$ cat src/rtl/uart_tx.sv
// uart_tx: turns parallel bytes into asynchronous UART frames on one serial line.
// Frame on the line: start(0), DATA_WIDTH data bits LSB first, optional parity,
// then STOP_BITS stop bits(1). Every bit lasts CLOCK_BAUD_RATIO clk cycles.
// Ports:
//   clk   - system clock, rising edge
//   rst   - synchronous active-high reset, aborts any frame in flight
//   valid - upstream offers a byte on data
//   ready - block accepts a byte this cycle (IDLE and not in reset)
//   data  - byte to send, captured only on the accept cycle
//   tx    - serial line, registered, idles high
//   busy  - high while a frame is on the line
module uart_tx #(
  parameter int CLOCK_BAUD_RATIO = 400,
  parameter int DATA_WIDTH       = 8,
  parameter int PARITY_EN        = 1,
  parameter int PARITY_ODD       = 1,
  parameter int STOP_BITS        = 1
) (
  input  logic                  clk,
  input  logic                  rst,
  input  logic                  valid,
  output logic                  ready,
  input  logic [DATA_WIDTH-1:0] data,
  output logic                  tx,
  output logic                  busy
);

  localparam int BW = $clog2(CLOCK_BAUD_RATIO);
  localparam int CW = $clog2(DATA_WIDTH + 1);
  localparam logic [BW-1:0] BAUD_LAST = BW'(CLOCK_BAUD_RATIO - 1);
  localparam logic [CW-1:0] DATA_LAST = CW'(DATA_WIDTH - 1);
  localparam logic [CW-1:0] STOP_LAST = CW'(STOP_BITS - 1);

  typedef enum logic [2:0] {IDLE, START, DATA, PARITY, STOP} state_t;

  state_t                state, state_n;
  logic [BW-1:0]         baud, baud_n;
  logic [CW-1:0]         bitc, bitc_n;   // data bit index, reused as stop bit index
  logic [DATA_WIDTH-1:0] shreg, shreg_n;
  logic                  par, par_n;     // parity bit, fixed at accept time
  logic                  tx_d;
  logic                  bit_end;

  assign bit_end = (baud == BAUD_LAST);
  assign ready   = (state == IDLE) && !rst;
  assign busy    = (state != IDLE);

  // State register. tx is registered from the next-state view so the line
  // changes in the same cycle the state does, without combinational glitches.
  always_ff @(posedge clk) begin
    if (rst) begin
      state <= IDLE;
      baud  <= '0;
      bitc  <= '0;
      shreg <= '0;
      par   <= 1'b0;
      tx    <= 1'b1;
    end else begin
      state <= state_n;
      baud  <= baud_n;
      bitc  <= bitc_n;
      shreg <= shreg_n;
      par   <= par_n;
      tx    <= tx_d;
    end
  end

  // Next-state logic
  always_comb begin
    state_n = state;
    bitc_n  = bitc;
    shreg_n = shreg;
    par_n   = par;
    // Baud counter only runs inside a frame and wraps at each bit boundary.
    if (state == IDLE || bit_end) baud_n = '0;
    else                          baud_n = baud + 1'b1;
    case (state)
      IDLE: begin
        if (valid && ready) begin
          state_n = START;
          shreg_n = data;
          par_n   = (^data) ^ (PARITY_ODD != 0);
          bitc_n  = '0;
        end
      end
      START: if (bit_end) state_n = DATA;
      DATA: begin
        if (bit_end) begin
          shreg_n = shreg >> 1;
          if (bitc == DATA_LAST) begin
            bitc_n  = '0;
            state_n = (PARITY_EN != 0) ? PARITY : STOP;
          end else begin
            bitc_n = bitc + 1'b1;
          end
        end
      end
      PARITY: if (bit_end) state_n = STOP;
      STOP: begin
        if (bit_end) begin
          if (bitc == STOP_LAST) begin
            bitc_n  = '0;
            state_n = IDLE;
          end else begin
            bitc_n = bitc + 1'b1;
          end
        end
      end
      default: state_n = IDLE;
    endcase
  end

  // Output logic: line level for the state being entered
  always_comb begin
    tx_d = 1'b1;
    case (state_n)
      IDLE:    tx_d = 1'b1;
      START:   tx_d = 1'b0;
      DATA:    tx_d = shreg_n[0];
      PARITY:  tx_d = par_n;
      STOP:    tx_d = 1'b1;
      default: tx_d = 1'b1;
    endcase
  end

endmodule

$ cat config.mk
export PLATFORM = sky130hd
export DESIGN_NAME = uart_tx
export DESIGN_NICKNAME = d
export VERILOG_FILES = /design/src/rtl/uart_tx.sv
export SDC_FILE = /design/constraint.sdc
export NUM_CORES = 1
export LEC_CHECK = 0
export ABC_CLOCK_PERIOD_IN_PS = 2800
export CORE_AREA = 3 3 63 59
export CTS_CLUSTER_SIZE = 14
export DETAILED_ROUTE_END_ITERATION = 12
export DIE_AREA = 0 0 66 62
export GPL_TIMING_DRIVEN = 1
export PLACE_DENSITY = 0.75
export REMOVE_ABC_BUFFERS = 1
export SLEW_MARGIN = 20
export SYNTH_ARGS = -nofsm -noshare
export SYNTH_HDL_FRONTEND = slang
export SYNTH_SLANG_ARGS = --single-unit
$ cat constraint.sdc
create_clock -name clk -period 2.8 [get_ports clk]
set_input_delay 0.56 -clock clk [delete_from_list [all_inputs] [get_ports clk]]
set_output_delay 0.56 -clock clk [all_outputs]
set_load 0.02 [all_outputs]
# Word level (Yosys, flattened, before mapping)
# Cells that the tools add are included.
[classes]
addsub = 2
n_eq_ne = 12
mux = 20
n_bitwise = 1
n_reduce_logical = 13
[ops]
columns = ["cell", "n"]
rows = [
  ["2-to-1 mux 3 bit", 7],
  ["2-to-1 mux 4 bit", 5],
  ["2-to-1 mux 8 bit", 2],
  ["case mux 8 bit (2 select lines)", 1],
  ["case mux 3 bit (5 select lines)", 1],
  ["equality test 3 x 2 -> 1 bit, second input constant", 4],
  ["case mux 4 bit (3 select lines)", 1],
  ["adder 9 x 1 -> 9 bit, second input constant", 1],
  ["equality test 9 bit, second input constant", 1],
  ["XOR reduction 8 bit", 1],
  ["equality test 3 x 1 -> 1 bit, second input constant", 2],
  ["nonzero test 3 bit", 2],
  ["adder 4 x 1 -> 4 bit, second input constant", 1],
  ["equality test 4 x 3 -> 1 bit, second input constant", 1],
  ["zero test 4 bit", 1],
  ["inequality test 2 bit, second input constant", 2],
  ["AND reduction 4 bit", 1],
  ["equality test 3 bit, second input constant", 1],
  ["zero test 3 bit", 1],
  ["case mux 1 bit (3 select lines)", 1],
  ["AND reduction 3 bit", 1],
  ["logical AND 1 bit", 2],
  ["2-to-1 mux 1 bit", 2],
  ["inequality test 2 x 1 -> 1 bit, second input constant", 1],
  ["5 further kinds", 5],
]
[totals]
reg_bits = 26
inputBits = 11
out_inout_bits = 3
wordCells = 55

# Depth between registers and ports, before layout
# Gate-level depths: netlist of run 1.
[depth]
ltp_word = 7
ltp_mapped = 7
depth_no_buf = 7

# Least setup slack after synthesis of run 1
# Ideal clock, no wire load.
[synth_timing]
path_kind = "flip-flop to output port"
from = "reg state[0]"
to = "out ready"
arrival_ps = 1242
t_required_ps = 2240
path_slack_ps = 998
stages_incl_launch_ff = 5
n_path_buf = 1
path_cell_list = "dfxtp_1 > buf_4 > nor3_1 > inv_1 > nor2_1"
[synth_via]
elab_chain_len = 2
[synth_rtl]
columns = ["item", "line_no", "text"]
rows = [
  ["from (decl)", "36", "state_t state, state_n;"],
  ["from (signal assigned)", "59", "state <= state_n;"],
  ["zero test 3 bit", "45", "assign ready = (state == IDLE) && !rst;"],
  ["logical AND 1 bit", "45", ""],
  ["to (decl)", "22", "output logic ready,"],
]
# Every way passes these cells.

# Worst setup path after layout of run 1
# Ends and elaborated chain as after synthesis.

==> results.json, run 1 <==
{
  "status": "complete, no violations",
  "arrival_ns": 1.95,
  "drive_above_1_share": 0.111,
  "min_path_type": "flip-flop to flip-flop",
  "gp_congestion": 0.831,
  "hold_violations": 0,
  "portBuffers": 13,
  "finalSetupViolations": 0,
  "cts.path.max_buffers": 2,
  "clk_pin_slew_worst_paths_ns": 0.14,
  "dr.pass1.iters": 4,
  "rows": 19,
  "crit_path_start_kind": "flip-flop",
  "clk_latency_ns": 0.32,
  "start_util": 0.454,
  "first_global_vias": 1156,
  "fin_tns_setup_ns": 0,
  "post_cts_resized": 0,
  "avgSynthCellArea_sq_um": 8.87,
  "final_cell_count_no_fill": 213,
  "cp.required_ns": 2.24,
  "dpl_worst_slack_ns": 0.500,
  "grt.overflow.total": 0,
  "antenna-diode-count": 0,
  "path_cells": "nor3_1, inv_1, nor2_1, clkdlybuf4s50_1",
  "die_area_sq_um": 4090,
  "final-max-slew-violation-count": 0,
  "clock_skew_ns": 0.00684,
  "grt_pass1_wl_microns": 4920,
  "nNetsFinal": 186,
  "numCtsBuffers": 3,
  "ant_nets": 0,
  "die_w_microns": 66,
  "synth-warning-count": 0,
  "relSlewSlack": 0.717,
  "pwr_density_cell_nw_per_um2": 460,
  "synthArstFlopShare": 0,
  "areaGrowthSynthToFinish_pct": 15.9,
  "cts_setup_buffers": 0,
  "layout_setup_ws_ns": 0.287,
  "routedWlPerCell_microns": 13.0,
  "endpoint_kind": "primary output",
  "period_needed_ns": 2.51,
  "placed_cells": 209,
  "vias": 1159,
  "seqCellArea_sq_um": 520,
  "core_area_sq_um": 3070,
  "fill_cells": 289,
  "fmax_mhz": 398,
  "synth_cell_types": 44,
  "htree_levels": 1,
  "critical-path-slowest-cell": "clkdlybuf4s50_1",
  "ir_drop_mv": 0.424,
  "drt_iter0_drc": 31,
  "synth_seq_area_share": 0.374,
  "path_buf_inv": 2,
  "grt.total_usage": 0.153,
  "fin_crit_sh": 0.897,
  "clock-root-buffer": "clkbuf_4",
  "cts.sinks": 26,
  "via_per_inst": 5.44,
  "grt_max_degree": 18,
  "hold_buffers": 0,
  "tightest_slew_ns": 0.424,
  "syn_area_sq_um": 1390,
  "criticalPathCategory": "flip-flop to primary output",
  "synth_ff_type": "dfxtp_1",
  "cts_tree": "built",
  "rsz0062_at_grt": "false",
  "antenna_found_initial": 0,
  "netlist_instances": 157,
  "routed_wirelength_microns": 2770,
  "crit_family": "buffers and inverters",
  "holdWs_ns": 0.460,
  "die_y_microns": 62,
  "cp_max_fo": 10,
  "drc": 0,
  "max-cap-violations": 0,
  "synth_edf_count": 0,
  "io_pins": 14,
  "power_leakage_nw": 0.566,
  "slowest_delay_ns": 0.61,
  "dpl.hpwl_microns": 2110,
  "multiInputGateArea_sq_um": 821,
  "yosys_register_bits": 26
}
-- synthesized netlist by cell type (2+ instances only) --
cell / instances / area (sq um)
a21oi_1: 11 / 55.1
a22oi_1: 7 / 52.6
a311oi_1: 2 / 17.5
a31oi_1: 2 / 12.5
and3_1: 2 / 12.5
buf_2: 2 / 10.0
buf_4: 2 / 15.0
dfxtp_1: 26 / 521
ha_1: 3 / 37.5
inv_1: 6 / 22.5
mux2i_1: 3 / 30.0
nand2_1: 13 / 48.8
nand3_1: 7 / 35.0
nand3b_1: 2 / 15.0
nand4_1: 2 / 12.5
nand4b_1: 2 / 17.5
nor2_1: 18 / 67.6
nor2b_1: 3 / 18.8
nor3_1: 2 / 10.0
nor3b_1: 3 / 22.5
o21ai_0: 4 / 20.0
or3_1: 2 / 12.5
xnor2_1: 9 / 78.8
xor2_1: 4 / 35.0
-- stage by stage --
stage                      util  total power (W)  instance area, sq um
after floorplan               -         0.000452                  1360
after global placement    0.509         0.000490                  1560
after detailed placement  0.509         0.000493                  1560
after CTS                 0.526         0.000752                  1610
after global routing      0.526         0.000776                  1610
final                     0.526         0.000743                  1610
-- power by group --
group	internal [W]	switching [W]
sequential	0.000381	0.00000715
combinational	0.0000501	0.0000458
clock	0.000145	0.000113
total	0.000576	0.000166
-- logic make-up (layout without fill, tap and decap cells) --
family / after synthesis / count (layout) / share of synthesized area
mux: 3 / 3 / 0.0216
xor+xnor: 13 / 13 / 0.0818
flops: 26 / 26 / 0.374
compound gates: 33 / 33 / 0.165
buf+inv: 11 / 25 / 0.0368
fa+ha+maj: 3 / 3 / 0.0270
simple gates: 68 / 68 / 0.294
-- metal layers --
layer / up-vias / GRT usage / routed length, microns
met3: 2 / 0.0432 / 99
met2: 22 / 0.261 / 1320
met4: 0 / 0.0464 / 18
met1: 545 / 0.190 / 1340
li1: 590 / - / -
met5: - / 0 / 0
-- flip-flops by register name, indices dropped and copies added, names as in the netlist --
name and flops:
par 1, tx 1, bitc 4, baud 9
shreg 8, state 3
-- path summary, 6_finish.rpt --
check | start | to | slack [ns] | cells past startpoint
min reg2reg | baud[0]$_SDFF_PP0_ | baud[0]$_SDFF_PP0_ | 0.46 | 1
max | state[0]$_SDFF_PP0_ | ready | 0.29 | 4
max reg2reg | baud[0]$_SDFF_PP0_ | tx$_SDFF_PP1_ | 0.81 | 6
min | baud[0]$_SDFF_PP0_ | baud[0]$_SDFF_PP0_ | 0.46 | 1
-- final cells by class --
type | instances | area share
clock buffer | 3 | 0.0140
multi-input combinational | 120 | 0.509
clock inverter | 1 | 0.0186
inverter | 6 | 0.0140
tap | 42 | 0.0326
sequential | 26 | 0.322
timing repair buffer | 15 | 0.0899
-- worst register-to-register path, stage by stage, from the launching register on --
cell,delay [ns]
dfxtp_1,0.38
ha_1,0.30
and4bb_2,0.34
and3_1,0.20
mux2i_1,0.32
nor3b_1,0.28
a211oi_2,0.05
-- layout by cell type (no fill, tap or decap), drive strengths merged, types with 3 or more instances in the layout --
master         count
inv                6
o21ai              4
nor2              18
nand2             14
dfxtp             26
nor3b              3
nor2b              3
ha                 3
clkdlybuf4s50     13
clkbuf             3
mux2i              3
nand3              7
xor2               4
nor3               3
a21oi             12
or3b               3
a22oi              7
xnor2              9
(Power assumes the default switching activity.)
==> inputs of run 2 (changes only) <==
ABC_CLOCK_PERIOD_IN_PS = not set   (was 2800)
SLEW_MARGIN = not set   (was 20)
==> results of run 2 <==
Same layout as run 1: the final DEF is identical, and so are final timing and power.
==> inputs of run 3 (changes only) <==
PLACE_DENSITY = 0.65   (was 0.75)
==> run 3 against run 2 <==
Effect of this change:
- clock skew is 0.0030 ns higher
- sequential cell count stayed put
- power is 0.30% higher
- critical path depth stayed put
- combinational power is 2% higher
- sequential power hardly changed
- final area stayed put
- fmax is 1.9% lower
- worst setup slack worse by 0.048 ns
- core utilization stayed put
==> results.json, run 3 (same netlist as run 1, synthesis figures left out) <==
{
  "arrival_ns": 2.00,
  "via_per_inst": 5.44,
  "seqCellArea_sq_um": 520,
  "fill_cells": 297,
  "criticalPathCategory": "flip-flop to primary output",
  "crit_path_end": "ready",
  "dr.pass1.iters": 5,
  "top_register": "baud",
  "largest_reg_flops": 9,
  "fin_tns_setup_ns": 0,
  "core_area_sq_um": 3070,
  "clk_latency_ns": 0.33,
  "path_buf_inv": 2,
  "period_needed_ns": 2.56,
  "cts_setup_buffers": 0,
  "top_regs": "baud (9), shreg (8), bitc (4)",
  "routedWlPerCell_microns": 13.4,
  "cp.required_ns": 2.24,
  "fin_crit_sh": 0.915,
  "start_util": 0.454,
  "hold_buffers": 0,
  "hold_violations": 0,
  "worstReg2RegStart": "baud[0]$_SDFF_PP0_",
  "r2r-end": "tx$_SDFF_PP1_",
  "cp.depth": 4,
  "cts_tree": "built",
  "placed_cells": 209,
  "multiInputGateArea_sq_um": 821,
  "areaGrowthSynthToFinish_pct": 15.9,
  "numCtsBuffers": 3,
  "crit_path_start_kind": "flip-flop",
  "status": "complete, no violations",
  "min_path_type": "flip-flop to flip-flop",
  "pwr_density_cell_nw_per_um2": 461,
  "tightest_slew_ns": 0.423,
  "first_global_vias": 1092,
  "drc": 0,
  "r2r_cells": 6,
  "drive_above_1_share": 0.111,
  "die_w_microns": 66,
  "die_area_sq_um": 4090,
  "crit_start": "state[0]$_SDFF_PP0_",
  "rrSetupSlack_ns": 0.81,
  "portBuffers": 13,
  "critical-path-slowest-cell": "clkdlybuf4s50_1",
  "htree_levels": 1,
  "max-cap-violations": 0,
  "antenna-diode-count": 0,
  "dpl.hpwl_microns": 2180,
  "cts.sinks": 26,
  "io_pins": 14,
  "rows": 19,
  "grt_pass1_wl_microns": 4770,
  "layout_common_cells": "dfxtp_1 (26), nor2_1 (18), nand2_1 (13), clkdlybuf4s50_1 (13), a21oi_1 (11)",
  "relSlewSlack": 0.717,
  "ant_nets": 0,
  "fmax_mhz": 390,
  "antenna_found_initial": 0,
  "gp_congestion": 0.814,
  "cp_max_fo": 10,
  "crit_family": "buffers and inverters",
  "routed_wirelength_microns": 2860,
  "ir_drop_mv": 0.294,
  "slowest_delay_ns": 0.61,
  "nNetsFinal": 186,
  "power_leakage_nw": 0.566,
  "path_cells": "nor3_1, inv_1, nor2_1, clkdlybuf4s50_1",
  "drt_iter0_drc": 52,
  "p_total_w": 0.000745,
  "cts.path.max_buffers": 2,
  "final-max-slew-violation-count": 0,
  "die_y_microns": 62,
  "final_cell_count_no_fill": 213,
  "endpoint_kind": "primary output",
  "grt.total_usage": 0.149,
  "mostFrequentLayoutCell": "dfxtp_1",
  "clock-root-buffer": "clkbuf_4",
  "finalSetupViolations": 0,
  "clock_skew_ns": 0.00988,
  "clk_pin_slew_worst_paths_ns": 0.14,
  "rsz0062_at_grt": "false",
  "grt.overflow.total": 0,
  "post_cts_resized": 0,
  "grt_max_degree": 16,
  "vias": 1159
}
run 3: worst min-delay path by stage:
stage | to | startpoint | cells after the start | slack, ns
3_3_place_gp | baud[0]$_SDFF_PP0_ | baud[0]$_SDFF_PP0_ | 1 | 0.43
2_1_floorplan | baud[0]$_SDFF_PP0_ | baud[0]$_SDFF_PP0_ | 1 | 0.42
4_1_cts | shreg[3]$_SDFFE_PP0P_ | shreg[3]$_SDFFE_PP0P_ | 2 | 0.47
5_1_grt | shreg[3]$_SDFFE_PP0P_ | shreg[3]$_SDFFE_PP0P_ | 2 | 0.49
6_report | shreg[3]$_SDFFE_PP0P_ | shreg[3]$_SDFFE_PP0P_ | 2 | 0.47
3_5_place_dp | shreg[2]$_SDFFE_PP0P_ | shreg[2]$_SDFFE_PP0P_ | 2 | 0.45
run 3: layout make-up:
class / instances / share of cell area
inverter: 6 / 0.0140
clock buffer: 3 / 0.0140
multi-input combinational: 120 / 0.509
timing repair buffer: 15 / 0.0899
sequential: 26 / 0.322
clock inverter: 1 / 0.0186
tap: 42 / 0.0326
run 3: layer usage:
layer,track usage,wire length (microns)
met4,0.0319,11
met3,0.0396,97
met2,0.259,1400
met5,0,0
met1,0.189,1350
run 3: metrics by stage:
step / utilization / setup slack (ns) / hold WS [ns] / area (sq um)
finish: 0.526 / 0.239 / 0.466 / 1610
CTS: 0.526 / 0.218 / 0.469 / 1610
global route: 0.526 / 0.0779 / 0.493 / 1610
floorplan: - / 1.02 / 0.418 / 1360
detailed placement: 0.509 / 0.321 / 0.450 / 1560
global placement: 0.509 / 0.367 / 0.430 / 1560
run 3: worst register-to-register path, stage by stage (launching register included):
cell,delay (ns)
dfxtp_1,0.38
ha_1,0.31
and4bb_2,0.33
and3_1,0.19
mux2i_1,0.34
nor3b_1,0.28
a211oi_2,0.05
run 3: report_power, final:
part           switching, W  internal, W
Combinational     0.0000475    0.0000501
Clock              0.000114     0.000145
Sequential       0.00000700     0.000381
